$ cat src/rtl/countdown_sched_pkg.sv
// Shared types and defaults for the countdown scheduler.
// Latency: n/a (types and constants only).
// Backpressure: n/a.
package countdown_sched_pkg;

    // Scheduler FSM states
    typedef enum logic [1:0] {
        IDLE  = 2'd0,
        LOAD  = 2'd1,
        COUNT = 2'd2,
        DONE  = 2'd3
    } state_t;

    // Default counter/delay width and requester count
    localparam int DEF_N    = 8;
    localparam int DEF_NREQ = 4;

    // Width of a requester index; never collapses to zero bits
    function automatic int idx_width(input int nreq);
        return (nreq > 1) ? $clog2(nreq) : 1;
    endfunction

endpackage

$ cat src/rtl/countdown_sched_rr_pick.sv
// Round-robin picker: first set request after index 'last', wrapping.
// Latency: combinational, zero cycles.
// Backpressure: none; the caller decides when to consume the winner.
module rr_pick
    import countdown_sched_pkg::*;
#(
    parameter int NREQ = DEF_NREQ,
    parameter int IW   = idx_width(NREQ)
) (
    input  logic [NREQ-1:0] req,
    input  logic [IW-1:0]   last,
    output logic [NREQ-1:0] win,
    output logic [IW-1:0]   win_idx,
    output logic            any
);

    logic [IW-1:0] cand;

    // Scan from last+1 around the ring; the first asserted request wins,
    // so the previous owner is always considered last.
    always_comb begin
        win     = '0;
        win_idx = '0;
        any     = 1'b0;
        cand    = '0;
        for (int k = 1; k <= NREQ; k++) begin
            cand = IW'((int'(last) + k) % NREQ);
            if (!any && req[cand]) begin
                any     = 1'b1;
                win_idx = cand;
                win     = NREQ'(1) << cand;
            end
        end
    end

endmodule

$ cat src/rtl/countdown_sched.sv
// Round-robin sharing of one external loadable down counter among NREQ requesters.
// Latency: Req seen in IDLE at t -> load at t+1, count from t+2, Done pulse at t+3+D.
// Backpressure: Req is a level; losers simply keep Req high until granted.
// Optional build macro COUNTDOWN_SCHED_ABORT_EN: owner withdrawing Req in LOAD/COUNT aborts service.
module countdown_sched
    import countdown_sched_pkg::*;
#(
    parameter int n    = DEF_N,
    parameter int NREQ = DEF_NREQ
) (
    input  logic              Clock,
    input  logic              Reset,
    input  logic [NREQ-1:0]   Req,
    input  logic [NREQ*n-1:0] Delay,
    output logic [NREQ-1:0]   Grant,
    output logic [NREQ-1:0]   Done,
    output logic              Busy,
    output logic [n-1:0]      CntR,
    output logic              CntL,
    output logic              CntE,
    input  logic [n-1:0]      CntQ
);

    localparam int IW = idx_width(NREQ);

    state_t          state;
    logic [IW-1:0]   last;
    logic [IW-1:0]   owner;

    logic [NREQ-1:0] pick_win;
    logic [IW-1:0]   pick_idx;
    logic            pick_any;
    logic            withdrawn;
    logic            cnt_zero;

    rr_pick #(
        .NREQ (NREQ),
        .IW   (IW)
    ) u_pick (
        .req     (Req),
        .last    (last),
        .win     (pick_win),
        .win_idx (pick_idx),
        .any     (pick_any)
    );

`ifdef COUNTDOWN_SCHED_ABORT_EN
    // Owner dropping its request cancels the service in progress.
    assign withdrawn = ~Req[owner];
`else
    // Withdrawal is ignored; a granted service always runs to Done.
    assign withdrawn = 1'b0;
`endif

    assign cnt_zero = (CntQ == '0);

    // Count only while nonzero, so the shared counter never wraps below 0.
    // Never overlaps CntL because CntL is only high in LOAD.
    assign CntE = (state == COUNT) && !cnt_zero;

    // Scheduler FSM with registered Grant/Done/Busy/CntR/CntL.
    always_ff @(posedge Clock) begin
        if (Reset) begin
            state <= IDLE;
            last  <= IW'(NREQ - 1);
            owner <= '0;
            Grant <= '0;
            Done  <= '0;
            Busy  <= 1'b0;
            CntR  <= '0;
            CntL  <= 1'b0;
        end else begin
            Done <= '0;
            CntL <= 1'b0;
            case (state)
                IDLE: begin
                    if (pick_any) begin
                        // Delay is sampled only here; later changes are ignored.
                        owner <= pick_idx;
                        Grant <= pick_win;
                        CntR  <= Delay[pick_idx*n +: n];
                        CntL  <= 1'b1;
                        Busy  <= 1'b1;
                        state <= LOAD;
                    end
                end
                LOAD: begin
                    if (withdrawn) begin
                        last  <= owner;
                        Grant <= '0;
                        Busy  <= 1'b0;
                        state <= IDLE;
                    end else begin
                        state <= COUNT;
                    end
                end
                COUNT: begin
                    if (withdrawn) begin
                        last  <= owner;
                        Grant <= '0;
                        Busy  <= 1'b0;
                        state <= IDLE;
                    end else if (cnt_zero) begin
                        // Pulse lands in the DONE cycle, aligned with Grant.
                        Done  <= Grant;
                        state <= DONE;
                    end
                end
                DONE: begin
                    last  <= owner;
                    Grant <= '0;
                    Busy  <= 1'b0;
                    state <= IDLE;
                end
                default: begin
                    Grant <= '0;
                    Busy  <= 1'b0;
                    state <= IDLE;
                end
            endcase
        end
    end

endmodule

$ cat config.mk
export PLATFORM = sky130hd
export DESIGN_NAME = countdown_sched
export DESIGN_NICKNAME = d
export VERILOG_FILES = /design/src/rtl/countdown_sched_pkg.sv /design/src/rtl/countdown_sched_rr_pick.sv /design/src/rtl/countdown_sched.sv
export SDC_FILE = /design/constraint.sdc
export NUM_CORES = 1
export LEC_CHECK = 0
export ABC_AREA = 1
export CAP_MARGIN = 5
export CORE_UTILIZATION = 45
export DETAILED_ROUTE_END_ITERATION = 6
export PLACE_DENSITY = 0.81
export SYNTH_ARGS = -nofsm -noshare
export SYNTH_HDL_FRONTEND = slang
export SYNTH_HIERARCHICAL = 1
export SYNTH_SLANG_ARGS = --single-unit
$ cat constraint.sdc
create_clock -name Clock -period 3.4 [get_ports Clock]
set_clock_uncertainty 0.2 [all_clocks]
set_input_delay 0.51 -clock Clock [delete_from_list [all_inputs] [get_ports Clock]]
set_output_delay 0.51 -clock Clock [all_outputs]
set_load 0.005 [all_outputs]
# --- Yosys cells after proc, flatten, opt, wreduce, memory -nomap -nowiden ---
# Index checks and enable logic that the tools add are counted.
word_totals:
  ff_bits: 24
  in_bits: 46
  out_inout_bits: 19
  wordCells: 74
op_classes:
  n_addsub: 4
  order_cmp: 4
  n_eq_ne: 5
  n_shift: 5
  n_mux: 28
  bitwise_logic: 4
  reduce_logical: 16
op_table:
  columns: ["operator", "count"]
  rows:
  - ["32-bit by 6-bit variable part select with 8-bit output", 1]
  - ["4-bit 2-to-1 mux", 5]
  - ["1-bit by 2-bit left shift with 4-bit output, first input constant", 4]
  - ["2-bit by 3-bit less-than comparator with 1-bit output, second input constant", 4]
  - ["2-bit 2-to-1 mux", 6]
  - ["1-bit 2-to-1 mux", 10]
  - ["1-bit binary-select mux with 2-bit select", 4]
  - ["8-bit zero test", 1]
  - ["2-bit one-hot mux with 4 select lines", 1]
  - ["4-bit one-hot mux with 2 select lines", 1]
  - ["2-bit AND reduction", 3]
  - ["2-bit by 1-bit adder with 2-bit output, second input constant", 2]
  - ["2-bit adder, second input constant", 2]
  - ["2-bit == test, second input constant", 2]
  - ["1-bit logical AND", 4]
  - ["1-bit zero test", 4]
  - ["2-bit inequality test, second input constant", 2]
  - ["1-bit inverter", 4]
  - ["2-bit OR reduction", 2]
  - ["3-bit OR reduction", 1]
  - ["2-bit by 1-bit == test with 1-bit output, second input constant", 1]
  - ["2-bit zero test", 1]
  - ["1-bit one-hot mux with 2 select lines", 1]

# --- Logic depth before layout (Yosys ltp) ---
# Gate-level depths: netlist (run 1).
depth:
  ltp_word: 15
  depth_mapped: 17
  depth_no_buf: 15

# --- Modules after synthesis ---
# Netlist (run 1), hierarchy kept.
by_module_without_submodules:
  columns: ["mod", "n_inst", "cells_each", "area_per_inst_um2", "seq_area_each_um2"]
  rows:
  - ["countdown_sched", 1, 183, 1221.2, 480.5]
  - ["rr_pick", 1, 82, 563.0, 0.0]

# --- Worst setup path before layout (run 1) ---
# OpenSTA, ideal clock, no wires.
synth_path:
  kind: "reg-to-reg"
  from: "register last[0]"
  to: "register CntR[5]"
  setup_time_ps: 113
  t_arrival_ps: 2219
  required_time_ps: 3087
  path_slack_ps: 868
  path_stages_with_launch: 18
  path_buffers: 3
  period_less_slack_ps: 2532
  path_cell_list: "dfxtp_1 buf_6 inv_8 ha_1 inv_2 nand3_4 nand2_4 nor2_2 a21oi_1 nand3_1 buf_6 buf_6 nor2_2 nor2_1 o21ai_1 o21ai_1 o21ai_1 inv_1"
synth_via:
  elab_chain_len: 14
synth_lines:
  columns: ["item", "line", "rtl"]
  rows:
  - ["start: declaration", "countdown_sched.sv:27", "logic [IW-1:0] last;"]
  - ["start signal: assignment", "countdown_sched.sv:65", "last <= IW'(NREQ - 1);"]
  - ["start signal: assignment", "countdown_sched.sv:89", "last <= owner;"]
  - ["start signal: assignment", "countdown_sched.sv:99", "last <= owner;"]
  - ["2-bit by 1-bit adder with 2-bit output", "countdown_sched_rr_pick.sv:27", "cand = IW'((int'(last) + k) % NREQ);"]
  - ["1-bit binary-select mux with 2-bit select", "countdown_sched_rr_pick.sv:28", "if (!any && req[cand]) begin"]
  - ["1-bit 2-to-1 mux (not written as such)", "countdown_sched_rr_pick.sv:28", null]
  - ["1-bit 2-to-1 mux", "countdown_sched_rr_pick.sv:28", null]
  - ["1-bit zero test", "countdown_sched_rr_pick.sv:28", null]
  - ["1-bit logical AND", "countdown_sched_rr_pick.sv:28", null]
  - ["1-bit 2-to-1 mux", "countdown_sched_rr_pick.sv:28", null]
  - ["1-bit zero test", "countdown_sched_rr_pick.sv:28", null]
  - ["1-bit logical AND", "countdown_sched_rr_pick.sv:28", null]
  - ["1-bit 2-to-1 mux", "countdown_sched_rr_pick.sv:28", null]
  - ["1-bit zero test", "countdown_sched_rr_pick.sv:28", null]
  - ["1-bit logical AND", "countdown_sched_rr_pick.sv:28", null]
  - ["2-bit 2-to-1 mux *", "countdown_sched_rr_pick.sv:28", null]
  - ["net pick_idx[0]", "countdown_sched.sv:31", "logic [IW-1:0] pick_idx;"]
  - ["32-bit by 6-bit variable part select with 8-bit output *", "countdown_sched.sv:81", "CntR <= Delay[pick_idx*n +: n];"]
  - ["end signal: assignment", "countdown_sched.sv:81", null]
  - ["end: declaration", "countdown_sched.sv:18", "output logic [n-1:0] CntR,"]
# The timed path passes the listed nets; every way through them passes the cells marked *. The select of a mux whose other input is x is not followed.
# A chain may end at the register's enable or synchronous reset.

# --- Worst setup path in the final report (run 1) ---
layout_path:
  from: "register last[0]"
  to: "register owner[0]"
layout_via:
  elab_chain_len: 14
layout_lines:
  columns: ["item", "line", "rtl"]
  rows:
  - ["2-bit by 1-bit adder with 2-bit output", "countdown_sched_rr_pick.sv:27", null]
  - ["1-bit binary-select mux with 2-bit select", "countdown_sched_rr_pick.sv:28", null]
  - ["1-bit 2-to-1 mux (not written as such)", "countdown_sched_rr_pick.sv:28", null]
  - ["1-bit 2-to-1 mux", "countdown_sched_rr_pick.sv:28", null]
  - ["1-bit zero test", "countdown_sched_rr_pick.sv:28", null]
  - ["1-bit logical AND", "countdown_sched_rr_pick.sv:28", null]
  - ["1-bit 2-to-1 mux", "countdown_sched_rr_pick.sv:28", null]
  - ["1-bit zero test", "countdown_sched_rr_pick.sv:28", null]
  - ["1-bit logical AND", "countdown_sched_rr_pick.sv:28", null]
  - ["1-bit 2-to-1 mux", "countdown_sched_rr_pick.sv:28", null]
  - ["1-bit zero test", "countdown_sched_rr_pick.sv:28", null]
  - ["1-bit logical AND", "countdown_sched_rr_pick.sv:28", null]
  - ["1-bit 2-to-1 mux *", "countdown_sched_rr_pick.sv:28", null]
  - ["net pick_any", "countdown_sched.sv:32", "logic pick_any;"]
  - ["2-bit AND reduction (no source line) *", null, null]
  - ["end signal: assignment", "countdown_sched.sv:79", "owner <= pick_idx;"]
  - ["end: declaration", "countdown_sched.sv:28", "logic [IW-1:0] owner;"]
# Marks and branches as above.

==> results.txt, run 1 <==
----------------------------------------------------
[GRT]
  Grt total ovfl ... 0
  Via count of the first global-routing pass ... 1705
  Wire length of the first global-routing pass ... 7.02 mm
  Total routing usage reported by global routing ... 20.8%
  Initial antenna violation count ... 0
  Pin count of the biggest net entering global routing ... 18

[Synthesis]
  Main area contributors after synthesis ... dfxtp_1 (27%), nor2_1 (11%), ha_1 (8.4%)
  Number of synthesized register bits ... 24
  Count of warnings emitted by yosys ... 6
  Most frequent cell after synthesis ... nor2_1
  Cell type contributing the most total cell area after synthesis ... dfxtp_1
  Synthesized instance count ... 265
  Flip-flop cell with the highest count after synthesis ... dfxtp_1
  Syn Nets ... 323
  Commonest cells in the netlist ... nor2_1 (52), nand2_1 (33), inv_1 (30)
  Fraction of synthesized cell area taken by the top area cell type ... 26.9%
  Number of enable flip-flop cells after synthesis ... 0
  Post-synthesis area per instance ... 6.73 um2
  Synthesized area ... 1780 um2
  Unique masters post-synth ... 26
  Fraction of registers with async set or reset after synthesis ... 0%
  Register area share after synthesis ... 26.9%

[Critical path]
  Worst R2R Setup Slack ... 0.68 ns
  Data required, critical path ... 3.34 ns
  Top fanout value on the critical path ... 11
  CP max stage delay ... 0.44 ns
  Type of the worst setup path ... flip-flop to flip-flop
  Depth of the most critical reg-to-reg path ... 11
  Library cell appearing most often on the critical path ... nand3_1
  Beginning of the critical path ... last[0]
  Crit path launch type ... flip-flop
  Cell with the largest stage delay on the worst path ... dfxtp_1
  Endpoint of the most critical register-to-register path ... owner[0]
  Worst setup EP type ... flip-flop
  CP cell instances ... inv_8 > ha_1 > inv_2 > nand3_4 > nand3_1 > nor2_4 > nand3_1 > nand2_1 > inv_1 > o21ai_0 > a21oi_1
  RR Startpoint ... last[0]
  Critical path data arrival time ... 2.66 ns

[Timing]
  Setup Total Neg Slack ... 0 ns
  Final max-slew violation count ... 0
  Setup-violating endpoint count in the final report ... 0
  Rel. slew slack ... 68.0%
  Period utilization ... 79.9%
  Slew at the pin closest to its max-slew limit ... 0.479 ns
  F_max ... 368 MHz
  Setup repair after global routing missed its margin ... false
  Final critical path time including I/O delays and setup ... 2.72 ns
  Final hold violation count ... 0
  WHS ... 0.247 ns

[Layout]
  Antenna cells ... 0
  Final cell count without fillers ... 376
  Proportion of layout cells with a drive suffix above 1 ... 11.0%
  Sequential Area ... 480 um2
  Relative area change from synthesis to final layout ... 40.0%
  Total number of nets in the final design ... 387
  Fillers ... 351
  Multi-input combinational cell area ... 1090 um2

[Floorplanning]
  Number of I/O pins ... 65
  Count of standard-cell rows ... 22
  Width of the die ... 65.0 um
  Initial standard-cell utilization of the core ... 47.7%
  Die H ... 65.0 um
  Total core area ... 3740 um2
  Floorplan die area ... 4220 um2

[Route]
  Mean routed wirelength per cell ... 10.9 um
  Starting DRC count in detailed routing ... 101
  Ratio of routed vias to standard cells ... 4.95
  Detailed-router iteration count before antenna repair ... 4
  DRC viols ... 0
  Drt total wl ... 4.10 mm
  Via count of the routed design ... 1861
  Number of antenna-violating nets in the routed design ... 0

[Power and ir drop]
  Ratio of total power to cell area ... 674 nW/um2
  Peak supply drop ... 490 uV
  Leak pwr ... 1.15 nW

[Min path]
  Worst min-delay path category ... flip-flop to flip-flop
  Min-Delay Path Depth ... 2
  Worst Hold Path EP ... Done[3]
  Launch point of the worst hold path ... Grant[3]

[Clock network]
  Clock latency at the later pin of the worst-skew pair ... 0.26 ns
  H-Tree Level Count ... 1
  Number of gates resized after CTS ... 0
  TritonCTS clock tree ... built
  Clock transition at the register clock pins on the worst setup and hold paths after CTS ... 0.08 ns
  Setup fix buffers added after clock tree synthesis ... 0
  Clock Tree Buf Depth ... 2
  Root cell of the clock tree ... clkbuf_8
  TritonCTS Sinks ... 24
  CTS Hold Buffers Added ... 0
  Num CTS Buffers ... 3

[Place]
  Placed Instances ... 372
  Gp weighted congestion ... 0.919
  Number of buffers added on ports ... 64
  DPL Wire Length ... 3.23 mm

[Run]
  Number of maximum-capacitance violations ... 0

[Run status]
  Run status ... complete, no violations

----------------------------------------------------
critical path: cells and delay by family, from the launching register on:
kind | cells | cell delay [ns]
simple gates | 5 | 0.82
flops | 1 | 0.44
buf+inv | 3 | 0.42
fa+ha+maj | 1 | 0.39
compound gates | 2 | 0.32
worst max-delay path by stage:
stage,slack [ns],end
floorplan,0.87,CntR[5]
global placement,0.58,CntR[1]
detailed placement,0.55,CntR[7]
CTS,0.69,owner[0]
global route,0.41,CntR[5]
finish,0.68,owner[0]
layer usage:
metal  global-route usage (%)  share of wire (%)
met1                     23.7                 44
met2                     39.3                 49
met3                     4.75                5.9
met4                     3.06               0.44
met5                        0                  0
through the flow:
stage | setup slack (ns) | instance area (um2) | util (%) | power (mW)
after floorplan | 0.868 | 1780 | - | 1.22
after global routing | 0.405 | 2500 | 66.7 | 1.85
after global placement | 0.582 | 2440 | 65.3 | 1.48
after detailed placement | 0.553 | 2440 | 65.3 | 1.50
final | 0.683 | 2500 | 66.7 | 1.68
after CTS | 0.693 | 2500 | 66.7 | 1.70
cell families (layout without fill, tap and decap cells):
group                      after synthesis  after routing  synth area share (%)
adders and majority gates               12             12                  8.41
DFF                                     24             24                  26.9
and+or+nand+nor                        132            132                  36.8
buffers and inverters                   43            106                  11.9
AOI/OAI and AO/OA                       54             54                  16.0
sequential cells by signal, summed over array words and instances, names as in the netlist:
name,cells
CntR,8
Done,4
last,2
Busy,1
Grant,4
state,2
owner,2
CntL,1
layout make-up:
type,count,share of cell area [%]
flip-flops and latches,24,19.2
multi-input cells,198,43.7
inverters,34,5.61
well taps,48,2.40
repair buffers,68,26.8
clock buffers,4,2.20
where the power goes:
group	total (mW)	internal, mW	switching, mW	leakage, nW
Clock	0.189	0.103	0.0861	0.0288
Sequential	0.426	0.373	0.0533	0.198
Combinational	1.07	0.439	0.630	0.926
placed cells by master (no fill, tap or decap):
cell | Yosys | layout
clkdlybuf4s50_1 | 0 | 64
nor2_1 | 52 | 52
nand2_1 | 33 | 33
inv_1 | 30 | 30
dfxtp_1 | 24 | 24
o21ai_1 | 18 | 18
nand3_1 | 18 | 18
o21ai_0 | 16 | 16
a21oi_1 | 14 | 14
ha_1 | 12 | 12
nand2_2 | 11 | 11
nand4_1 | 6 | 6
clkbuf_8 | 0 | 4
buf_4 | 1 | 4
nand2_4 | 4 | 4
a21boi_0 | 4 | 4
nor2_2 | 3 | 3
nor2_4 | 2 | 2
inv_4 | 2 | 2
nand3_4 | 2 | 2
o21ai_2 | 1 | 1
inv_8 | 1 | 1
inv_2 | 1 | 1
nor2_8 | 1 | 1
a31oi_1 | 1 | 1
(Power assumes the default switching activity.)
==> run 2, diff against run 1 <==
Settings changed: CORE_UTILIZATION 45 to 41, PLACE_DENSITY 0.81 to 0.77.
Clock period 3.4 ns to 2.4 ns, I/O delays scaled along.
==> run 2 against run 1 <==
- clock power rose by 40%
- combinational power rose by 79%
- global-route usage rose by 0.085 points
- sequential power rose by 43%
- sequential share of layout area fell by 1.7 points
- first-iteration DRC count rose by 37%
- critical endpoint is now CntR[6]
- largest power group unchanged
==> results.txt, run 2 (synthesis gave the netlist of run 1 again) <==
----------------------------------------------------
[Timing]
  WHS ... 0.253 ns
  Final max-slew violation count ... 0
  Setup Total Neg Slack ... 0 ns
  Slew at the pin closest to its max-slew limit ... 0.210 ns
  F_max ... 444 MHz
  Final hold violation count ... 0
  Period utilization ... 93.8%
  Final critical path time including I/O delays and setup ... 2.25 ns
  Rel. slew slack ... 85.9%
  Setup-violating endpoint count in the final report ... 0

[GRT]
  Total routing usage reported by global routing ... 20.9%
  Initial antenna violation count ... 0
  Grt total ovfl ... 0
  Via count of the first global-routing pass ... 1854
  Pin count of the biggest net entering global routing ... 18
  Wire length of the first global-routing pass ... 7.54 mm

[Clock network]
  Clock Tree Buf Depth ... 2
  CTS Hold Buffers Added ... 0
  TritonCTS clock tree ... built
  Root cell of the clock tree ... clkbuf_8
  Clock transition at the register clock pins on the worst setup and hold paths after CTS ... 0.08 ns
  Num CTS Buffers ... 3
  TritonCTS Sinks ... 24
  H-Tree Level Count ... 1
  Clock latency at the later pin of the worst-skew pair ... 0.26 ns

[Power and ir drop]
  Ratio of total power to cell area ... 1010 nW/um2
  Leak pwr ... 1.27 nW
  Post-route total power ... 2.79 mW
  Internal ... 1.58 mW
  Sequential cell fraction of total power ... 21.9%
  Peak supply drop ... 545 uV
  Switching share of power ... 43.3%
  Clock share of power ... 9.5%
  Portion of total power attributed to combinational logic ... 68.6%
  Net switching power of the design ... 1.21 mW

[Place]
  Number of buffers added on ports ... 64
  Placed Instances ... 392
  Gp weighted congestion ... 0.847
  DPL Wire Length ... 3.54 mm

[Route]
  Detailed-router iteration count before antenna repair ... 4
  DRC viols ... 0
  Drt total wl ... 4.57 mm
  Via count of the routed design ... 1975
  Ratio of routed vias to standard cells ... 4.93
  Starting DRC count in detailed routing ... 138
  Mean routed wirelength per cell ... 11.4 um
  Number of antenna-violating nets in the routed design ... 0

[Run status]
  Run status ... complete, no violations

[Layout]
  Fillers ... 364
  Total number of nets in the final design ... 410
  Register ranked first by flip-flop count ... CntR
  Proportion of layout cells with a drive suffix above 1 ... 20.2%
  Multi-input combinational cell area ... 1140 um2
  Registers with the most flip-flops ... CntR x8, Done x4, Grant x4
  Relative area change from synthesis to final layout ... 55.0%
  Highest-count cells in the layout ignoring fill and taps ... clkdlybuf4s50_1 (64), nor2_1 (52), nand2_1 (31)
  Sequential Area ... 485 um2
  Number of flip-flops in the largest register ... 8
  Final cell count without fillers ... 401
  Most common cell after layout, fill and taps aside ... clkdlybuf4s50_1
  Antenna cells ... 0

[Run]
  Number of maximum-capacitance violations ... 0

[Critical path]
  Crit path launch type ... flip-flop
  Type of the worst setup path ... flip-flop to flip-flop
  Top fanout value on the critical path ... 16
  Depth of the most critical reg-to-reg path ... 15
  Worst setup EP type ... flip-flop
  Critical path data arrival time ... 2.21 ns
  Data required, critical path ... 2.36 ns

[Floorplanning]
  Count of standard-cell rows ... 23
  Total core area ... 4090 um2
  Floorplan die area ... 4620 um2
  Number of I/O pins ... 65
  Width of the die ... 68.0 um
  Initial standard-cell utilization of the core ... 43.7%
  Die H ... 68.0 um

[Min path]
  Min-Delay Path Depth ... 2
  Worst min-delay path category ... flip-flop to flip-flop

----------------------------------------------------
[run 2: changes by cell type in the layout (fill, tap and decap cells not counted), sizes merged]
cell      delta
buf         +22
clkinvlp     +2
inv          -1
[run 2: critical path, stage by stage (launching register included)]
cell and delay [ns]:
dfxtp_4 0.39, inv_8 0.03, ha_4 0.23, inv_2 0.09
nand3_4 0.09, buf_4 0.16, a31oi_1 0.17, nand2_1 0.08
inv_1 0.07, nand2_2 0.06, buf_12 0.14, buf_4 0.13
o21ai_0 0.06, o21ai_1 0.08, o21ai_1 0.12, inv_1 0.05
[run 2: per-layer routing]
metal,vias up,track usage (%),part of all wire (%)
li1,1021,-,-
met1,891,25.0,44
met2,59,38.2,50
met3,4,5.17,5.5
met4,0,1.82,0.57
met5,-,0,0
[run 2: layout make-up]
class,count,area share (%)
Clock buffer,4,1.99
Inverter,34,5.20
Multi-Input combinational cell,198,41.2
Timing Repair Buffer,90,31.5
Tap cell,50,2.26
Sequential cell,24,17.6
Timing Repair inverter,1,0.271
[run 2: through the flow]
| step | util, % | setup WS (ns) | instance area (um2) |
|---|---|---|---|
| floorplan | - | 0.0593 | 1800 |
| finish | 67.7 | 0.149 | 2770 |
| global placement | 63.8 | -0.161 | 2610 |
| detailed placement | 63.8 | -0.195 | 2610 |
| CTS | 65.2 | 0.0580 | 2660 |
| global route | 67.7 | -0.0337 | 2770 |
[run 2: timing repair]
| action | in CTS | in global routing |
|---|---|---|
| cloned | 0 | 1 |
| setup endpoints to repair | 1 | 11 |
| buffers inserted | 0 | 4 |
| gates resized for setup | 1 | 18 |
| pin swaps | 0 | 7 |
[run 2: power by group through the flow]
stage | Combinational (mW) | Sequential (mW) | Clock (mW)
finish | 1.91 | 0.611 | 0.265
CTS | 1.73 | 0.609 | 0.272
floorplan | 1.12 | 0.616 | 0
detailed placement | 1.72 | 0.616 | 0
global placement | 1.69 | 0.618 | 0
global route | 2.15 | 0.626 | 0.290
[run 2: worst paths after layout]
check | slack [ns] | startpoint | end
min | 0.25 | Grant[1] | Done[1]
min reg2reg | 0.25 | Grant[1] | Done[1]
max reg2reg | 0.15 | last[0] | CntR[6]
max | 0.15 | last[0] | CntR[6]
==> run 3, diff against run 2 <==
Clock period 2.4 ns to 1.8 ns, I/O delays scaled along.
==> run 3 against run 2 <==
- via count down 0.25%
- combinational power up 40%
- clock power rose by 20%
- sequential share of layout area shrank 0.46 points
- critical endpoint is now CntR[0]
- hold slack worse by 0.0087 ns
- critical path type unchanged
- the flow now finishes with violations (negative setup slack)
- setup slack got worse by 0.58 ns
- die area unchanged
==> results.txt, run 3 (synthesis gave the netlist of run 1 again) <==
----------------------------------------------------
[Critical path]
  Worst setup EP type ... flip-flop
  Type of the worst setup path ... flip-flop to flip-flop
  Data required, critical path ... 1.76 ns
  Crit path launch type ... flip-flop
  Top fanout value on the critical path ... 12
  Critical path data arrival time ... 2.19 ns

[Place]
  Worst-case setup slack after placement ... -0.690 ns
  Post-placement cell area ... 2670 um2
  DPL Wire Length ... 3.70 mm
  Gp weighted congestion ... 0.844
  Number of buffers added on ports ... 64

[Timing]
  Final hold violation count ... 0
  Setup repair after global routing missed its margin ... true
  F_max ... 449 MHz
  Final critical path time including I/O delays and setup ... 2.23 ns
  Final max-slew violation count ... 0
  Setup slack after layout ... -0.427 ns
  Rel. slew slack ... 85.2%
  Period utilization ... 124%
  Setup-violating endpoint count in the final report ... 18
  Slew at the pin closest to its max-slew limit ... 0.220 ns
  Setup Total Neg Slack ... -5.16 ns

[Layout]
  Proportion of layout cells with a drive suffix above 1 ... 26.1%
  Total number of nets in the final design ... 412
  Number of flip-flops in the largest register ... 8
  Register ranked first by flip-flop count ... CntR
  Registers with the most flip-flops ... CntR x8, Done x4, Grant x4
  Finished Core Util ... 69.5%
  Fillers ... 353
  Final design instance area without fill ... 2840 um2
  Highest-count cells in the layout ignoring fill and taps ... clkdlybuf4s50_1 (63), nor2_1 (49), nand2_1 (27)
  Relative area change from synthesis to final layout ... 59.1%
  Antenna cells ... 0
  Most common cell after layout, fill and taps aside ... clkdlybuf4s50_1

[Run]
  Number of maximum-capacitance violations ... 0

[Floorplanning]
  Width of the die ... 68.0 um
  Count of standard-cell rows ... 23
  Number of I/O pins ... 65
  Total core area ... 4090 um2
  Floorplan die area ... 4620 um2
  Die H ... 68.0 um
  Initial standard-cell utilization of the core ... 43.7%

[Route]
  Via count of the routed design ... 1970
  Starting DRC count in detailed routing ... 102
  Drt total wl ... 4.74 mm
  Met3 WL post-DR ... 274 um
  Met1 wire length ... 2.04 mm
  Ratio of routed vias to standard cells ... 4.89
  Detailed-router iteration count before antenna repair ... 4
  Mean routed wirelength per cell ... 11.8 um
  DRC viols ... 0
  Top Metal Used ... met4
  Number of antenna-violating nets in the routed design ... 0
  Routed wl met2 ... 2.39 mm

[GRT]
  Total routing usage reported by global routing ... 21.4%
  Grt total ovfl ... 0
  Via count of the first global-routing pass ... 1761
  Pin count of the biggest net entering global routing ... 18
  Wire length of the first global-routing pass ... 7.46 mm
  Initial antenna violation count ... 0

[Run status]
  Run status ... finished, violations left
  Violations in the final reports ... negative setup slack

[Power and ir drop]
  Clock share of power ... 8.3%
  Ratio of total power to cell area ... 1340 nW/um2
  Internal ... 2.10 mW
  Leak pwr ... 1.29 nW
  Net switching power of the design ... 1.71 mW
  Peak supply drop ... 740 uV
  Portion of total power attributed to combinational logic ... 70.4%
  Post-route total power ... 3.81 mW
  Sequential cell fraction of total power ... 21.3%
  Switching share of power ... 44.9%

[Clock network]
  Num CTS Buffers ... 3
  Root cell of the clock tree ... clkbuf_8
  TritonCTS clock tree ... built
  Clock latency at the later pin of the worst-skew pair ... 0.26 ns
  TritonCTS Sinks ... 24
  Clock Tree Buf Depth ... 2
  Clock transition at the register clock pins on the worst setup and hold paths after CTS ... 0.08 ns
  H-Tree Level Count ... 1

[Min path]
  Worst min-delay path category ... flip-flop to flip-flop

----------------------------------------------------
[run 3: changes by cell type in the layout (fill, tap and decap cells not counted), sizes merged]
cell	change
inv	+1
clkdlybuf4s50	-1
clkbuf	+1
clkinvlp	-2
buf	+3
[run 3: path summary, 6_finish.rpt]
| kind | from | end | slack [ns] | depth (start not counted) |
|---|---|---|---|---|
| setup / recovery | last[0] | CntR[0] | -0.43 | 15 |
| hold / removal | Grant[0] | Done[0] | 0.24 | 2 |
| setup reg to reg | last[0] | CntR[0] | -0.43 | 15 |
| hold reg to reg | Grant[0] | Done[0] | 0.24 | 2 |
[run 3: area by class of cell]
class | instances | area [um2] | share of cell area (%)
Multi-Input combinational cell | 198 | 1210 | 42.8
Timing Repair Buffer | 93 | 881 | 31.0
Clock buffer | 4 | 45.0 | 1.59
Sequential cell | 24 | 485 | 17.1
Inverter | 34 | 150 | 5.29
Tap cell | 50 | 62.6 | 2.20
[run 3: routing by layer]
layer | vias to the layer above | GRT usage [%]
li1 | 1021 | -
met1 | 890 | 24.9
met2 | 55 | 38.0
met3 | 4 | 5.83
met4 | 0 | 5.73
met5 | - | 0
[run 3: stage by stage]
stage	cells	hold WS, ns
6_report	403	0.245
5_1_grt	403	0.277
4_1_cts	402	0.247
3_5_place_dp	398	0.237
3_3_place_gp	398	0.234
2_1_floorplan	265	0.234
[run 3: power groups by stage]
| stage | Sequential [mW] | Combinational (mW) | Clock (mW) |
|---|---|---|---|
| after floorplan | 0.823 | 1.54 | 0 |
| after global placement | 0.820 | 2.34 | 0 |
| after detailed placement | 0.821 | 2.39 | 0 |
| after CTS | 0.815 | 2.50 | 0.325 |
| after global routing | 0.835 | 2.96 | 0.351 |
| final | 0.813 | 2.68 | 0.318 |
[run 3: what timing repair did]
item                       4_1_cts  5_1_grt
cloned                           0        1
resized for setup               27       22
pin swaps                        2       15
hold endpoints to repair         0        0
buffers inserted                 0        0
setup endpoints to repair       19       19
hold buffers                     0        0
[run 3: worst max-delay path, stage by stage (launching register included)]
cell,delay (ns)
dfxtp_4,0.37
buf_4,0.16
nand2_1,0.08
nand3_1,0.10
nand2_2,0.13
buf_4,0.12
nand3_2,0.08
nor2_4,0.15
nand3_1,0.10
nand2_2,0.09
buf_6,0.14
nor2_1,0.05
o21ai_1,0.08
o21ai_1,0.11
o21ai_1,0.12
inv_1,0.04
